**config.mk**
```make
export PLATFORM = sky130hd
export DESIGN_NAME = prio_req_encoder
export DESIGN_NICKNAME = d
export VERILOG_FILES = /design/src/rtl/prio_req_encoder.sv
export SDC_FILE = /design/constraint.sdc
export NUM_CORES = 1
export LEC_CHECK = 0
export ABC_AREA = 1
export BUFFER_PORTS_ARGS = -buffer_cell sky130_fd_sc_hd__buf_2
export CELL_PAD_IN_SITES_DETAIL_PLACEMENT = 1
export CELL_PAD_IN_SITES_GLOBAL_PLACEMENT = 1
export CORE_ASPECT_RATIO = 1.25
export CORE_MARGIN = 10
export CORE_UTILIZATION = 34
export CTS_CLUSTER_SIZE = 20
export DETAILED_ROUTE_END_ITERATION = 8
export GPL_ROUTABILITY_DRIVEN = 0
export PLACE_DENSITY = 0.77
export RECOVER_POWER = 100
export SETUP_SLACK_MARGIN = 0.02
export SLEW_MARGIN = 20
export SYNTH_ARGS = -nofsm -noshare
export SYNTH_HDL_FRONTEND = slang
export SYNTH_SLANG_ARGS = --single-unit
```
**constraint.sdc**
```tcl
create_clock -name clk -period 3.3 [get_ports clk]
set_clock_uncertainty 0.2 [all_clocks]
set_input_delay 0.495 -clock clk [delete_from_list [all_inputs] [get_ports clk]]
set_output_delay 0.495 -clock clk [all_outputs]
set_load 0.03 [all_outputs]
```
**src/rtl/prio_req_encoder.sv**
```systemverilog
// -----------------------------------------------------------------------------
// prio_req_encoder
//
// Collects single-cycle request pulses on N lines and presents them one at a
// time as an encoded index behind a valid/ready output stage.  Requests that
// are not yet presented wait in a pending register.
//
// Arbitration:
//   MODE = 0 : fixed priority, highest index wins.
//   MODE = 1 : round-robin, searching downward from (last-1) mod N with
//              wrap-around from 0 to N-1.
//
// Ports:
//   clk        clock, all state updates on the rising edge
//   rst        asynchronous, active-high reset
//   req_in     [N-1:0] request pulses, one cycle per request
//   out_ready  consumer accepts the presented index
//   out_valid  out_idx holds a valid request
//   out_idx    [W-1:0] presented index (always <= N-1)
//   pending    [N-1:0] registered requests not yet presented
//   busy       out_valid | (|pending)
// -----------------------------------------------------------------------------
module prio_req_encoder #(
    parameter  int N    = 8,
    parameter  int MODE = 0,
    localparam int W    = $clog2(N)
) (
    input  logic         clk,
    input  logic         rst,
    input  logic [N-1:0] req_in,
    input  logic         out_ready,
    output logic         out_valid,
    output logic [W-1:0] out_idx,
    output logic [N-1:0] pending,
    output logic         busy
);

    logic [W-1:0] last;
    logic [N-1:0] cand;
    logic [N-1:0] sel_oh;
    logic [W-1:0] sel_fixed;
    logic [W-1:0] sel_rr;
    logic [W-1:0] sel;
    logic         load;
    logic         rr_found;
    int           rr_start;
    int           rr_idx;

    assign cand = pending | req_in;
    // The output register reloads whenever it is empty or being consumed,
    // so a handshake and the next presentation share one edge.
    assign load = !out_valid || out_ready;
    assign busy = out_valid | (|pending);

    // Fixed priority: scanning upward lets the highest set bit win.
    always_comb begin
        sel_fixed = '0;
        for (int i = 0; i < N; i++) begin
            if (cand[i]) sel_fixed = W'(i);
        end
    end

    // Round-robin: start one below the last winner; a reset value of 0 makes
    // the first search begin at N-1, matching fixed-priority order.
    // Index arithmetic is done in int and wrapped by adding N, so it stays
    // within 0..N-1 for non-power-of-two N.
    always_comb begin
        rr_start = (last == '0) ? N - 1 : int'(last) - 1;
        rr_idx   = 0;
        rr_found = 1'b0;
        sel_rr   = '0;
        for (int k = 0; k < N; k++) begin
            rr_idx = rr_start - k;
            if (rr_idx < 0) rr_idx = rr_idx + N;
            if (!rr_found && cand[rr_idx[W-1:0]]) begin
                rr_found = 1'b1;
                sel_rr   = rr_idx[W-1:0];
            end
        end
    end

    assign sel = (MODE == 1) ? sel_rr : sel_fixed;

    always_comb begin
        sel_oh      = '0;
        sel_oh[sel] = 1'b1;
    end

    always_ff @(posedge clk or posedge rst) begin
        if (rst) begin
            out_valid <= 1'b0;
            out_idx   <= '0;
            pending   <= '0;
            last      <= '0;
        end else if (load) begin
            if (|cand) begin
                out_valid <= 1'b1;
                out_idx   <= sel;
                pending   <= cand & ~sel_oh;
                last      <= sel;
            end else begin
                // out_idx deliberately keeps its last value.
                out_valid <= 1'b0;
                pending   <= '0;
            end
        end else begin
            // Stalled: a new pulse on the presented line becomes a separate
            // pending request; repeats on an already-pending line absorb.
            pending <= pending | req_in;
        end
    end

endmodule

```
== Word-level counts from Yosys, hierarchy flattened ==
Index checks and enable logic that the tools add are counted.
W data, S select, Z words.

* Word-level logic and storage cells: 27
* Input bits: 11
* Output and inout port bits: 13
* Register bits: 12

* Reduce and logical (&&, ||, !) cells: 6
* Multiplexer cells: 12
* Order comparisons: 2
* Bitwise gates (word level): 4

{| class="wikitable"
|+ Operators with widths
! operator !! number
|-
| $mux W8 || 2
|-
| $reduce_or A8 Y1 || 2
|-
| $mux W3 || 4
|-
| $and A8 B8 Y8 || 1
|-
| $not A8 Y8 || 1
|-
| $or A8 B8 Y8 || 1
|-
| $lt A3 B4 Y1 const B || 1
|-
| $mux W2 || 2
|-
| $demux W1 S3 || 1
|-
| $ge A3 B1 Y1 const B || 1
|-
| $mux W1 || 3
|-
| $reduce_and A2 Y1 || 1
|-
| $logic_and A1 B1 Y1 || 1
|-
| $logic_not A1 Y1 || 1
|-
| $logic_or A1 B1 Y1 || 1
|-
| $or A1 B1 Y1 || 1
|}

== Depth between registers and ports, before layout ==
Gate-level depths: netlist of run 1.

* Word-level depth: 16
* Mapped depth: 10
* Depth with buffers taken out: 10

== Least setup slack after synthesis of run 1 ==
No wires, ideal clock.

* Path type: reg2out
* Start: register pending[3]
* End: output port busy
* Path slack: 1.532 ns
* Arrival: 1.073 ns
* Stages on the path, launching flop included: 3
* Path buffers: 0
* Required time: 2.605 ns
* Cell sequence: dfrtp_1 -> nor4_1 -> nand3_1

* Longest elaborated chain between the ends: 2

{| class="wikitable"
|+ Ends and longest elaborated chain
! what !! RTL line !! text
|-
| start, declared || 34 || <nowiki>output logic [N-1:0] pending,</nowiki>
|-
| start signal, assigned || 99 || <nowiki>pending <= cand & ~sel_oh;</nowiki>
|-
| start signal, assigned || 109 || <nowiki>pending <= pending | req_in;</nowiki>
|-
| $reduce_or A8 Y1 || 53 || <nowiki>assign busy = out_valid | (|pending);</nowiki>
|-
| $or A1 B1 Y1 || 53 ||
|-
| end, declared || 35 || <nowiki>output logic busy</nowiki>
|}

No other way between the ends.

== Final worst setup path of run 1 ==
* Start: register pending[5]
* End: output port busy

Same word-level chain as after synthesis.

==> results by group, run 1 <==
CTS
  – Post-CTS setup buffers: 0
  – Cts hold-fix bufs: 0
  – Post-CTS sizing: 0
  – Clock H-tree levels: 1
  – Worst-skew pair later-pin latency: 270 ps
  – Cts bufs inserted: 3
  – Worst-path clk slew: about 70 ps
  – CTS tree: done
  – Clock sinks: 12
  – Bufs on Longest Clock Path: 2
  – Root buffer cell: clkbuf_4

Place
  – Buffers on Ports: 23
  – Dpl cells: approximately 120
  – DP HPWL: between 1000 and 1500 µm

Finish
  – Final net count: approximately 110
  – Finished Layout Cells: ~120
  – Diodes inserted: 0
  – Area growth syn-to-layout: 21.9%
  – Area of the multi-input gates: about 230 µm²
  – Most frequent cells in the layout: nand2_1, inv_1, clkbuf_1
  – Commonest non-fill, non-tap cell in the layout: nand2_1
  – Register area: roughly 300 µm²
  – Layout cells sized above 1: between 10% and 20%
  – # fillers: around 230

STA
  – Worst-margin pin slew: ~460 ps
  – Setup TNS Final: 0 ps
  – Tmin final: 2080 ps
  – Period utilisation layout: between 60% and 70%
  – Worst relative slew slack: just under 70%
  – Finish-stage setup viols: 0
  – Max Slew Vio Count: 0
  – Unrepaired setup endpoints after global routing: no
  – Final hold vios: 0
  – Max Freq: between 400 and 500 MHz

Global route
  – Grt total ovfl: 0
  – GRT Util Overall: a little under a tenth
  – Initial antenna violation count: 0
  – First-pass GRT wire length: 2930 µm
  – Largest net degree at the start of global routing: 13
  – Vias in the first global route: roughly 690

Outcome
  – Outcome: completed

Critical path
  – Critical Path End Type: output pin
  – CP Launch Type: flop
  – Worst setup path category: flop to output pin
  – CP Max Fanout: 4
  – Critical Path RT: 2600 ps
  – WP data arrival: between 1000 and 1500 ps

Route
  – Via Count: roughly 570
  – Routed wire length: ~1700 µm
  – Detailed Routing Iterations Pass 1: 4
  – WL/cell: 14.0 µm
  – Detail Route Antenna Nets: 0
  – 1st-iter DRT viols: 15
  – DR vias/cell: between 4 and 5
  – DRC violations left: 0

Die
  – Die Y: 66.7 µm
  – Starting Density: a little under two fifths
  – Die footprint: around 0.0038 mm²
  – Io pins: 24
  – Core Rows: 16
  – CORE AREA: approximately 0.0016 mm²
  – Die width: 57.4 µm

Synth
  – Mapped Area: ~600 µm²
  – Post-Syn Nets: 86
  – Yosys cell types: 13
  – Mapped Cells: 75
  – Yosys reg bits: 12
  – Sequential-to-total area share from yosys stat: just over 50%
  – Ys Warns: 0
  – Mean Syn Cell Area: roughly 7.9 µm²

Worst hold path
  – Hold crit path type: input port to asynchronous set/reset pin

Pwr
  – Max VDD drop: between 0.2 and 0.25 mV
  – Pwr dens: between 300 and 400 mW/mm²
  – Static Leakage: between 0.0003 and 0.0004 µW

Flow run
  – Max_cap viols: 0
synthesized netlist by cell type:
cell,count,area share (%)
a21oi_1,4,3.4
a31oi_1,1,1.1
dfrtp_1,12,51
inv_1,13,8.2
nand2_1,18,11
nand2_2,3,3.2
nand3_1,4,3.4
nor2_1,9,5.7
nor2_2,3,3.2
nor2_4,2,3.8
nor4_1,2,2.1
o21ai_0,3,2.5
o21ai_2,1,1.5
routing by layer:
layer | vias to the layer above | global-route usage (%) | part of all wire [%]
met4 | 0 | 4.41 | 0.78
met5 | - | 0 | 0
met1 | 265 | 8.93 | 38
li1 | 285 | - | -
met3 | 2 | 3.98 | 7.3
met2 | 14 | 17.6 | 54
cell type report:
type	count	area share, %
clock buffer	3	3.11
tap	18	3.11
multi-input combinational	50	31.8
inverter	13	6.75
timing repair buffer	23	13.7
sequential	12	41.5
flip-flops by register name, summed over array words and instances (netlist names):
name and cells:
pending 8, out_idx 3, out_valid 1
cell families after synthesis:
family / after synthesis / synth area share (%)
and+or+nand+nor: 41 / 32.7
buffers and inverters: 13 / 8.23
DFF: 12 / 50.6
AOI/OAI and AO/OA: 9 / 8.44
report_power, final:
| group | internal [µW] | switching, µW |
|---|---|---|
| clock network | 42.2 | 46.2 |
| logic | 11.2 | 29.3 |
| registers | 153 | 4.38 |
| total | 206 | 79.9 |
stage by stage:
stage	hold WS (ps)	setup WS, ps	utilization (%)	power (µW)	cell area, µm²
after floorplan	160	1530	-	186	593
after global placement	266	1570	45.6	202	731
after detailed placement	286	1550	45.6	204	731
after CTS	40.5	1240	47.0	292	753
after global routing	43.9	1130	45.2	305	723
final	21.3	1220	45.2	286	723
critical path: stages (launching register included):
cell and delay [ps]:
dfrtp_1 420, nor4_1 360, nand3_1 110, clkbuf_1 230
path summary, 6_finish.rpt:
path	startpoint	slack (ps)	end	cells after the start
max	pending[5]	1220	busy	3
min	rst	20	out_idx[2]	2
max reg2reg	pending[4]	1460	out_idx[1]	6
min reg2reg	out_idx[2]	300	out_idx[2]	2
max in group asynchronous	rst	2570	pending[2]	2
min in group clk	req_in[5]	280	pending[5]	3
No activity file was read; power rests on OpenSTA's default activity.
==> run 2, diff against run 1 <==
Settings changed: CORE_UTILIZATION 34 to 28, PLACE_DENSITY 0.77 to 0.67.
Clock period 3.3 ns to 1.89 ns, I/O delays scaled along.
==> results by group, run 2 (synthesis results as in run 1) <==
Finish
  – Biggest register: pending
  – Largest regs: pending x8, out_idx x3, out_valid x1
  – Area growth syn-to-layout: 30.6%
  – # fillers: about 270
  – Layout cells sized above 1: approximately 23%
  – Diodes inserted: 0
  – Commonest non-fill, non-tap cell in the layout: nand2_1
  – Most frequent cells in the layout: nand2_1, inv_1, clkbuf_1
  – Max reg flops: 8
  – Final net count: approximately 120

Critical path
  – CP Launch Type: flop
  – CP Max Fanout: 4
  – Worst setup path category: flop to output pin
  – WP data arrival: 1290 ps
  – Critical Path End Type: output pin
  – Critical Path RT: approximately 1400 ps

Die
  – Die footprint: 0.00437 mm²
  – Io pins: 24
  – Die Y: a little over 70 µm
  – Starting Density: between 20% and 30%
  – Core Rows: 18
  – Die width: roughly 60 µm
  – CORE AREA: roughly 0.0020 mm²

Flow run
  – Max_cap viols: 0

Global route
  – GRT Util Overall: 8.31%
  – Largest net degree at the start of global routing: 13
  – First-pass GRT wire length: around 2800 µm
  – Vias in the first global route: about 660
  – Initial antenna violation count: 0
  – Grt total ovfl: 0

STA
  – Final hold vios: 0
  – Worst relative slew slack: roughly two thirds
  – Tmin final: ~1800 ps
  – Hold_ws: between 50 and 60 ps
  – Setup TNS Final: 0 ps
  – Finish-stage setup viols: 0
  – Max Slew Vio Count: 0
  – Max Freq: between 500 and 600 MHz
  – Period utilisation layout: 93.8%
  – Worst-margin pin slew: approximately 470 ps
  – Unrepaired setup endpoints after global routing: yes

Place
  – DP HPWL: approximately 1400 µm
  – Buffers on Ports: 23

CTS
  – Worst-path clk slew: around 80 ps
  – Worst-skew pair later-pin latency: between 200 and 300 ps
  – CTS tree: done
  – Root buffer cell: clkbuf_4
  – Cts bufs inserted: 3
  – Clock H-tree levels: 1
  – Bufs on Longest Clock Path: 2
  – Clock sinks: 12

Route
  – Via Count: 585
  – DRC violations left: 0
  – Routed wire length: 1620 µm
  – Detailed Routing Iterations Pass 1: 2
  – WL/cell: between 10 and 15 µm
  – 1st-iter DRT viols: 3
  – Detail Route Antenna Nets: 0
  – DR vias/cell: between 4 and 5

Pwr
  – Static Leakage: between 0.0003 and 0.0004 µW
  – Max VDD drop: roughly 0.5 mV
  – Pwr dens: about 720 mW/mm²

Worst hold path
  – Hold crit path type: input port to flop

Outcome
  – Outcome: completed
[run 2: cell types whose count changed in the layout (fill, tap and decap cells not counted), sizes merged]
cell and change:
dlygate4sd3 +1, clkbuf +1, buf +1
[run 2: worst paths after layout]
kind                       startpoint         end  slack, ps  cells past startpoint
min reg2reg                out_idx[0]  out_idx[0]        280                      2
max in group asynchronous         rst   out_valid        810                      3
min in group asynchronous         rst  pending[2]        350                      3
max                        pending[5]        busy        120                      3
max reg2reg                pending[7]  pending[0]        230                      9
min                         req_in[5]  pending[5]         60                      3
[run 2: where the power goes]
part           total (µW)  leakage, µW  internal [µW]  switching [µW]
Sequential            274     0.000118            266            7.25
Combinational        73.5     0.000209           21.6            51.9
Clock                 213    0.0000210            117            95.2
Total                 560     0.000348            405             154
[run 2: critical path, stage by stage, from the launching register on]
cell     delay, ps
dfrtp_1        430
nor4_2         290
nand3_1        110
buf_4          180
[run 2: what timing repair did]
action / CTS / global route
pin swaps: 0 / 2
resized for setup: 1 / 2
hold buffers: 1 / 0
endpoints found under the setup margin: 1 / 1
hold endpoints to repair: 12 / 0
setup buffers: 0 / 1
[run 2: layout make-up]
| class | count | area (µm²) | area share (%) |
|---|---|---|---|
| Sequential cell | 12 | 300 | 38.8 |
| Inverter | 13 | 48.8 | 6.30 |
| Multi-Input combinational cell | 50 | 248 | 32.0 |
| Timing Repair Buffer | 25 | 116 | 15.0 |
| Tap cell | 20 | 25.0 | 3.23 |
| Clock buffer | 4 | 36.3 | 4.68 |
[run 2: per-layer routing]
layer  vias up  wire length, µm  share of wire, %  track usage [%]
met5         -                0                 0                0
met1       276              625                39             8.33
met2        14              820                51             13.9
met4         0               45               2.8             5.34
li1        290                -                 -                -
met3         5              130               8.0             3.00
[run 2: through the flow]
stage	area [µm²]	total power, µW	utilization (%)	setup WS, ps	std cells
after floorplan	593	324	-	334	75
after global placement	733	354	36.6	314	118
after detailed placement	733	355	36.6	336	118
after CTS	786	577	39.2	74.0	123
after global routing	774	600	38.6	8.07	124
final	774	560	38.6	117	124
